$ cat src/rtl/instruction_sequencer.sv
// Control sequencer for an 8-bit accumulator machine: fetch/decode/execute FSM, PC and IR.
// Optional build macro SINGLE_STEP_EN adds a Step input that gates each instruction fetch.
module instruction_sequencer (
  input  logic       Clock,
  input  logic       Reset,
  input  logic       Enter,
`ifdef SINGLE_STEP_EN
  input  logic       Step,
`endif
  input  logic [7:0] RAM_output,
  input  logic       Aeq0,
  input  logic       Apos,
  output logic [1:0] Asel,
  output logic       Aload,
  output logic       Sub,
  output logic       MemWr,
  output logic [4:0] RAMAddress,
  output logic [4:0] PC,
  output logic [7:0] IR,
  output logic       Halt
);

  typedef enum logic [2:0] {
    S_FETCH   = 3'd0,
    S_DECODE  = 3'd1,
    S_OPERAND = 3'd2,
    S_EXEC    = 3'd3,
    S_INWAIT  = 3'd4,
    S_INREL   = 3'd5,
    S_HALT    = 3'd6
  } state_t;

  localparam logic [2:0] OP_LOAD  = 3'b000;
  localparam logic [2:0] OP_STORE = 3'b001;
  localparam logic [2:0] OP_ADD   = 3'b010;
  localparam logic [2:0] OP_SUB   = 3'b011;
  localparam logic [2:0] OP_INPUT = 3'b100;
  localparam logic [2:0] OP_JZ    = 3'b101;
  localparam logic [2:0] OP_JPOS  = 3'b110;
  localparam logic [2:0] OP_HALT  = 3'b111;

  localparam logic [1:0] ASEL_ALU = 2'b00;
  localparam logic [1:0] ASEL_IN  = 2'b01;
  localparam logic [1:0] ASEL_RAM = 2'b10;

  // Memory-operand instructions need an extra address-setup cycle before EXEC.
  function automatic state_t dispatch_state(input logic [2:0] op);
    case (op)
      OP_LOAD, OP_ADD, OP_SUB:   dispatch_state = S_OPERAND;
      OP_STORE, OP_JZ, OP_JPOS:  dispatch_state = S_EXEC;
      OP_INPUT:                  dispatch_state = S_INWAIT;
      OP_HALT:                   dispatch_state = S_HALT;
      default:                   dispatch_state = S_HALT;
    endcase
  endfunction

  function automatic logic jump_taken(input logic [2:0] op, input logic zero_flag,
                                      input logic pos_flag);
    case (op)
      OP_JZ:   jump_taken = zero_flag;
      OP_JPOS: jump_taken = pos_flag;
      default: jump_taken = 1'b0;
    endcase
  endfunction

  state_t     state_r;
  state_t     state_s;
  logic [4:0] pc_r;
  logic [4:0] pc_s;
  logic [7:0] ir_r;
  logic [7:0] ir_s;
  logic [2:0] op_s;

  assign op_s = ir_r[7:5];
  assign PC   = pc_r;
  assign IR   = ir_r;

  // State, program counter and instruction register; reset aborts any instruction in flight.
  always_ff @(posedge Clock or negedge Reset) begin
    if (!Reset) begin
      state_r <= S_FETCH;
      pc_r    <= 5'd0;
      ir_r    <= 8'd0;
    end else begin
      state_r <= state_s;
      pc_r    <= pc_s;
      ir_r    <= ir_s;
    end
  end

  // Next-state, PC and IR update logic.
  always_comb begin
    state_s = state_r;
    pc_s    = pc_r;
    ir_s    = ir_r;
    case (state_r)
      S_FETCH: begin
`ifdef SINGLE_STEP_EN
        if (Step) begin
          state_s = S_DECODE;
        end else begin
          state_s = S_FETCH;
        end
`else
        state_s = S_DECODE;
`endif
      end
      S_DECODE: begin
        ir_s    = RAM_output;
        pc_s    = pc_r + 5'd1;
        state_s = dispatch_state(RAM_output[7:5]);
      end
      S_OPERAND: begin
        state_s = S_EXEC;
      end
      S_EXEC: begin
        state_s = S_FETCH;
        // A taken jump replaces the increment already applied in DECODE.
        if (jump_taken(op_s, Aeq0, Apos)) begin
          pc_s = ir_r[4:0];
        end else begin
          pc_s = pc_r;
        end
      end
      S_INWAIT: begin
        if (Enter) begin
          state_s = S_INREL;
        end else begin
          state_s = S_INWAIT;
        end
      end
      S_INREL: begin
        if (!Enter) begin
          state_s = S_FETCH;
        end else begin
          state_s = S_INREL;
        end
      end
      S_HALT: begin
        state_s = S_HALT;
      end
      default: begin
        state_s = S_FETCH;
      end
    endcase
  end

  // Datapath controls decoded from state and IR; load and write strobes are mutually exclusive.
  always_comb begin
    Aload      = 1'b0;
    MemWr      = 1'b0;
    Sub        = 1'b0;
    Asel       = ASEL_ALU;
    RAMAddress = pc_r;
    Halt       = 1'b0;
    case (state_r)
      S_OPERAND: begin
        RAMAddress = ir_r[4:0];
      end
      S_EXEC: begin
        RAMAddress = ir_r[4:0];
        case (op_s)
          OP_LOAD: begin
            Aload = 1'b1;
            Asel  = ASEL_RAM;
          end
          OP_ADD: begin
            Aload = 1'b1;
            Asel  = ASEL_ALU;
          end
          OP_SUB: begin
            Aload = 1'b1;
            Asel  = ASEL_ALU;
            Sub   = 1'b1;
          end
          OP_STORE: begin
            MemWr = 1'b1;
          end
          default: begin
            Aload = 1'b0;
            MemWr = 1'b0;
          end
        endcase
      end
      S_INWAIT: begin
        // Only the cycle that leaves INWAIT loads; INREL absorbs a held Enter.
        if (Enter) begin
          Aload = 1'b1;
          Asel  = ASEL_IN;
        end else begin
          Aload = 1'b0;
          Asel  = ASEL_ALU;
        end
      end
      S_HALT: begin
        Halt = 1'b1;
      end
      default: begin
        Halt = 1'b0;
      end
    endcase
  end

endmodule
$ cat config.mk
export PLATFORM = sky130hd
export DESIGN_NAME = instruction_sequencer
export DESIGN_NICKNAME = d
export VERILOG_FILES = /design/src/rtl/instruction_sequencer.sv
export SDC_FILE = /design/constraint.sdc
export NUM_CORES = 1
export LEC_CHECK = 0
export CAP_MARGIN = 20
export CORE_MARGIN = 5
export CORE_UTILIZATION = 45
export DETAILED_ROUTE_END_ITERATION = 7
export PLACE_DENSITY = 0.83
export SYNTH_ARGS = -nofsm -noshare
export SYNTH_HDL_FRONTEND = slang
export SYNTH_SLANG_ARGS = --single-unit
export TNS_END_PERCENT = 30
$ cat constraint.sdc
create_clock -name Clock -period 4.44 [get_ports Clock]
set_input_delay 0.666 -clock Clock [delete_from_list [all_inputs] [get_ports Clock]]
set_output_delay 0.666 -clock Clock [all_outputs]
set_load 0.03 [all_outputs]
# --- After elaboration in Yosys (flattened, before gate mapping) ---
# Memories as Yosys holds them, arrays and structs flattened.
# Cells that the tools add are included.
totals:
  ff_bits: 16
  mem_bits_ro: 24
  inputBits: 13
  out_inout_bits: 24
  wordCells: 42
  memories: 1
mem_list:
  columns: ["name", "words", "word_bits", "read_ports", "rd_ports_with_merged_regs", "write_ports", "line", "source"]
  rows:
  - ["(name not given)", 8, 3, 1, 0, 0, "48", "case (op)"]
op_classes:
  addsub: 1
  n_reduce_logical: 6
  n_eq_ne: 12
  muxes: 19
op_table:
  columns: ["operator", "count"]
  rows:
  - ["one-hot mux 3 bit (6 select lines)", 1]
  - ["== test 3 bit, second input constant", 5]
  - ["== test 3 x 2 -> 1 bit, second input constant", 4]
  - ["2-to-1 mux 1 bit", 10]
  - ["2-to-1 mux 5 bit", 2]
  - ["one-hot mux 5 bit (2 select lines)", 1]
  - ["== test 3 x 1 -> 1 bit, second input constant", 2]
  - ["logical NOT 3 bit", 2]
  - ["adder 5 x 1 -> 5 bit, second input constant", 1]
  - ["one-hot mux 1 bit (2 select lines)", 2]
  - ["one-hot mux 2 bit (2 select lines)", 1]
  - ["2-to-1 mux 3 bit", 1]
  - ["OR reduction 3 bit", 1]
  - ["2-to-1 mux 2 bit", 1]
  - ["!= test 2 bit, second input constant", 1]
  - ["AND reduction 2 bit", 1]
  - ["nonzero test 2 bit", 1]
  - ["OR reduction 2 bit", 1]

# --- Longest topological paths before layout ---
depth:
  ltp_word: 5
  mapped_depth: 6
  depth_no_buf: 6

# --- Worst setup path before layout ---
# No wires, ideal clock.
synth_timing:
  kind: "flip-flop to output port"
  startpoint: "reg state_r[2]"
  endpoint: "out Asel[1]"
  stages_incl_launch_ff: 4
  t_required_ns: 3.774
  setup_slack_ns: 2.056
  path_buffers: 1
  arrival_time_ns: 1.718
  cell_sequence: "dfrtp_1 > clkbuf_2 > nand3b_1 > nor4_1"
synth_via:
  elab_chain_cells: 2
  word_cells_on_any_way: 3
synth_lines:
  columns: ["element", "line", "source"]
  rows:
  - ["start, declared", "66", "state_t state_r;"]
  - ["start signal, assigned", "85", "state_r <= state_s;"]
  - ["== test 3 bit or == test 3 x 2 -> 1 bit (tied branches)", "156", "case (state_r)"]
  - ["one-hot mux 2 bit (2 select lines) *", "156", null]
  - ["end, declared", "13", "output logic [1:0] Asel,"]
# Mark *: on every way between the ends. The rest lies on a longest branch, timed or not.

# --- Worst setup path after layout ---
layout_timing:
  startpoint: "reg state_r[1]"
  endpoint: "out RAMAddress[0]"
layout_via:
  elab_chain_cells: 3
  word_cells_on_any_way: 4
layout_lines:
  columns: ["element", "line", "source"]
  rows:
  - ["== test 3 x 2 -> 1 bit", "156", null]
  - ["OR reduction 2 bit (no line) *", null, null]
  - ["2-to-1 mux 5 bit *", "156", null]
  - ["end, declared", "17", "output logic [4:0] RAMAddress,"]
# Marked as above.

==> report_table.html <==
<table>
<tr><th>Metric</th><th>Value</th></tr>
<tr><th colspan="2">Clock tree</th></tr>
<tr><td>Clock insertion delay at the later pin of the skew report</td><td>between 200 and 300 ps</td></tr>
<tr><td>Number of gates given a new drive strength after cts</td><td>0</td></tr>
<tr><td>Number of buffers inserted to repair setup after CTS</td><td>0</td></tr>
<tr><td>Cts bufs inserted</td><td>3</td></tr>
<tr><td>Number of clock sinks seen by CTS</td><td>16</td></tr>
<tr><td>Maximum clock path buffer count</td><td>2</td></tr>
<tr><td>TritonCTS clock tree</td><td>yes</td></tr>
<tr><td>Master cell of the clock root buffer</td><td>sky130_fd_sc_hd__clkbuf_4</td></tr>
<tr><td>Clock H-tree levels</td><td>1</td></tr>
<tr><td>Post-CTS Hold Fix Bufs</td><td>0</td></tr>
<tr><td>Clock Pin Slew Worst Setup and Hold Paths</td><td>90 ps</td></tr>
<tr><th colspan="2">Timing</th></tr>
<tr><td>Unrepaired setup endpoints after global routing</td><td>false</td></tr>
<tr><td>Setup tns final</td><td>0 ps</td></tr>
<tr><td>Post-route worst hold slack</td><td>around 560 ps</td></tr>
<tr><td>Fin Clk Skew</td><td>4.98 ps</td></tr>
<tr><td>Setup violators final</td><td>0</td></tr>
<tr><td>Final critical delay including setup and external delays</td><td>a little under 3000 ps</td></tr>
<tr><td>Worst-Margin Slew</td><td>786 ps</td></tr>
<tr><td>Worst slew margin</td><td>47.5%</td></tr>
<tr><td>Final hold violation count</td><td>0</td></tr>
<tr><td>Max-slew violation total from the final report</td><td>0</td></tr>
<tr><td>Part of the cycle the worst path needs</td><td>65.9%</td></tr>
<tr><td>Max Fclk</td><td>0.342 GHz</td></tr>
<tr><td>Final setup margin</td><td>between 1500 and 2000 ps</td></tr>
<tr><th colspan="2">Setup path</th></tr>
<tr><td>WP data required</td><td>3770 ps</td></tr>
<tr><td>Worst setup path category</td><td>flip-flop to output pin</td></tr>
<tr><td>Top fanout value on the critical path</td><td>5</td></tr>
<tr><td>Arrival @ worst endpoint</td><td>2260 ps</td></tr>
<tr><td>Ordered list of cells on the worst path</td><td>inv_1 -&gt; nor2_1 -&gt; mux2_2 -&gt; clkdlybuf4s50_1</td></tr>
<tr><td>Kind of start point of the critical path</td><td>flip-flop</td></tr>
<tr><td>Critical Path End Type</td><td>output pin</td></tr>
<tr><td>Crit path largest cell delay</td><td>roughly 600 ps</td></tr>
<tr><td>Slowest cell on the critical path</td><td>sky130_fd_sc_hd__clkdlybuf4s50_1</td></tr>
<tr><th colspan="2">Floorplan</th></tr>
<tr><td>Effective utilization at floorplan</td><td>46.7%</td></tr>
<tr><td>Die Y</td><td>54.7 um</td></tr>
<tr><td>Die Footprint</td><td>0.00299 sq mm</td></tr>
<tr><td>Core Region</td><td>between 0.0015 and 0.002 sq mm</td></tr>
<tr><td>I/O pin count</td><td>37</td></tr>
<tr><td>Horiz. Die Dim</td><td>54.7 um</td></tr>
<tr><td>FP Rows</td><td>16</td></tr>
<tr><th colspan="2">Pwr</th></tr>
<tr><td>VDD IR-drop max</td><td>0.000435 V</td></tr>
<tr><td>Reported leakage power</td><td>0.000525 uW</td></tr>
<tr><td>Power density relative to cell area</td><td>881 mW/mm^2</td></tr>
<tr><th colspan="2">Detailed routing</th></tr>
<tr><td>DRC marker count from the first detailed-route iteration</td><td>7</td></tr>
<tr><td>Detailed-routing iteration count for the pre-antenna-repair pass</td><td>4</td></tr>
<tr><td>Routed wirelength normalized by instance count</td><td>15.0 um</td></tr>
<tr><td>Number of DRC violations after detailed routing</td><td>0</td></tr>
<tr><td>Vias per cell</td><td>roughly 5.3</td></tr>
<tr><td>Total wirelength of the detailed-routed design</td><td>2.25 mm</td></tr>
<tr><td>Antenna-violating nets left</td><td>0</td></tr>
<tr><td>Via total after detailed routing</td><td>between 700 and 800</td></tr>
<tr><th colspan="2">Global route</th></tr>
<tr><td>First-pass GRT wire length</td><td>3.53 mm</td></tr>
<tr><td>Pin count of the biggest net entering global routing</td><td>19</td></tr>
<tr><td>Initial antenna violation count</td><td>0</td></tr>
<tr><td>GR Util All Layers</td><td>16.8%</td></tr>
<tr><td>GRT overflow</td><td>0</td></tr>
<tr><td>Number of global-route vias before repair</td><td>slightly below 800</td></tr>
<tr><th colspan="2">Synth</th></tr>
<tr><td>Most frequently used cell type in the post-synthesis netlist</td><td>sky130_fd_sc_hd__dfrtp_1</td></tr>
<tr><td>Avg Inst Size Synth</td><td>10.4 sq um</td></tr>
<tr><td>Synthesized area</td><td>897 sq um</td></tr>
<tr><td>Synth cell count leaders</td><td>16 x sky130_fd_sc_hd__dfrtp_1, 12 x sky130_fd_sc_hd__mux2_2, 12 x sky130_fd_sc_hd__nand2_1</td></tr>
<tr><td>Proportion of synthesized flip-flops having asynchronous set or reset</td><td>100%</td></tr>
<tr><td>Cell count after synthesis</td><td>86</td></tr>
<tr><td>Sequential element share of the synthesized area</td><td>between 40 and 50%</td></tr>
<tr><td>Post-synthesis sequential element count</td><td>16</td></tr>
<tr><td>Net count of the mapped netlist</td><td>102</td></tr>
<tr><td>Leading area contributor after synthesis</td><td>sky130_fd_sc_hd__dfrtp_1</td></tr>
<tr><td>Count of synthesis-stage warnings from yosys</td><td>0</td></tr>
<tr><td>Post-synth top flop</td><td>sky130_fd_sc_hd__dfrtp_1</td></tr>
<tr><td>Distinct cell type count of the synthesized netlist</td><td>28</td></tr>
<tr><td>Proportion of netlist area held by the largest area contributor</td><td>44.6%</td></tr>
<tr><td>Count of flip-flops with a built-in enable after synthesis</td><td>0</td></tr>
<tr><td>Synth top area cells</td><td>sky130_fd_sc_hd__dfrtp_1 45%, sky130_fd_sc_hd__mux2_2 15%, sky130_fd_sc_hd__nand2_1 5.0%</td></tr>
<tr><th colspan="2">Final layout</th></tr>
<tr><td>Share of cells above drive strength 1</td><td>~14%</td></tr>
<tr><td>Syn-to-layout area delta</td><td>45.3%</td></tr>
<tr><td>Post-route core utilization</td><td>67.8%</td></tr>
<tr><td>Diodes inserted</td><td>0</td></tr>
<tr><td>Nets</td><td>141</td></tr>
<tr><td>Post-route cell area</td><td>roughly 0.0013 sq mm</td></tr>
<tr><td>Area taken by multi-input logic gates</td><td>~460 sq um</td></tr>
<tr><td>Count of fill cells added during filler insertion</td><td>161</td></tr>
<tr><td>Register cell area after layout</td><td>400 sq um</td></tr>
<tr><th colspan="2">Hold path</th></tr>
<tr><td>Worst min-delay path category</td><td>flip-flop to flip-flop</td></tr>
<tr><th colspan="2">Place</th></tr>
<tr><td>Setup Slack @ Placement</td><td>1710 ps</td></tr>
<tr><td>Routability cong.</td><td>between 0.7 and 0.8</td></tr>
<tr><td>Count of buffers from port buffering</td><td>36</td></tr>
<tr><td>Placed wire-length estimate after detailed placement</td><td>1.63 mm</td></tr>
<tr><td>Area after DPL</td><td>0.00128 sq mm</td></tr>
<tr><th colspan="2">Flow run</th></tr>
<tr><td>Maximum capacitance violations</td><td>0</td></tr>
<tr><th colspan="2">Status</th></tr>
<tr><td>Outcome</td><td>completed</td></tr>
</table>
-- cell type report --
| class | count | share of cell area (%) |
|---|---|---|
| tap | 27 | 2.59 |
| sequential | 16 | 30.7 |
| inverter | 6 | 1.73 |
| multi-input combinational | 62 | 35.6 |
| clock buffer | 3 | 1.73 |
| timing repair buffer | 36 | 27.6 |
-- per-stage QoR --
step,power [uW],cells
6_report,1150,150
5_1_grt,1220,150
4_1_cts,1160,150
3_5_place_dp,1080,147
3_3_place_gp,1060,147
2_1_floorplan,793,86
-- flip-flops by register name, indices dropped and copies added (netlist names) --
signal / cells
PC: 5
state_r: 3
IR: 8
-- final timing paths --
check,from,end,slack (ps),cells after the start
worst max register to register,state_r[2]$_DFF_PN0_,PC[3]$_DFFE_PN0P_,2500,4
min in group asynchronous,Reset,state_r[0]$_DFF_PN0_,810,1
worst min-delay path,IR[3]$_DFFE_PN0P_,PC[3]$_DFFE_PN0P_,560,2
max in group asynchronous,Reset,IR[1]$_DFFE_PN0P_,3180,1
worst min register to register,IR[3]$_DFFE_PN0P_,PC[3]$_DFFE_PN0P_,560,2
worst max-delay path,state_r[1]$_DFF_PN0_,RAMAddress[0],1520,4
-- report_power, final --
part | total [uW] | leakage (uW) | internal, uW | switching, uW
registers | 327 | 0.000189 | 222 | 104
logic | 747 | 0.000322 | 343 | 404
clock network | 75.6 | 0.0000138 | 31.4 | 44.2
-- critical path, delay by kind of cell, from the launching register on --
| kind | cells | cell delay [ps] |
|---|---|---|
| muxes | 1 | 400 |
| DFF | 1 | 460 |
| buffers and inverters | 2 | 710 |
| and+or+nand+nor | 1 | 400 |
-- logic make-up (layout without fill, tap and decap cells) --
| kind of cell | after synthesis | count (layout) | synth area share, % |
|---|---|---|---|
| AO/OA/AOI/OAI | 13 | 13 | 10.5 |
| adder cells (fa/ha/maj) | 3 | 3 | 4.18 |
| buffers and inverters | 8 | 45 | 3.62 |
| flip-flops | 16 | 16 | 44.6 |
| multiplexers | 13 | 13 | 16.2 |
| AND/OR/NAND/NOR | 33 | 33 | 20.9 |
-- metal layers --
layer / vias to the layer above / global-route usage (%) / routed length (um)
li1: 389 / - / -
met1: 381 / 20.6 / 960
met2: 22 / 27.6 / 1170
met3: 4 / 1.63 / 71
met4: 0 / 10.8 / 47
met5: - / 0 / 0
-- cell usage in the layout (no fill, tap or decap), types with 2 or more instances in the layout --
master	n
sky130_fd_sc_hd__nand2_1	12
sky130_fd_sc_hd__nor3_1	3
sky130_fd_sc_hd__clkbuf_4	3
sky130_fd_sc_hd__a221oi_1	2
sky130_fd_sc_hd__nand4_1	2
sky130_fd_sc_hd__clkdlybuf4s50_1	36
sky130_fd_sc_hd__or3b_1	2
sky130_fd_sc_hd__ha_1	3
sky130_fd_sc_hd__nor3b_1	2
sky130_fd_sc_hd__dfrtp_1	16
sky130_fd_sc_hd__inv_1	6
sky130_fd_sc_hd__o211ai_1	2
sky130_fd_sc_hd__o21ai_0	4
sky130_fd_sc_hd__nor2_1	4
sky130_fd_sc_hd__nand4b_1	2
sky130_fd_sc_hd__mux2_2	12
(Power assumes the default switching activity.)
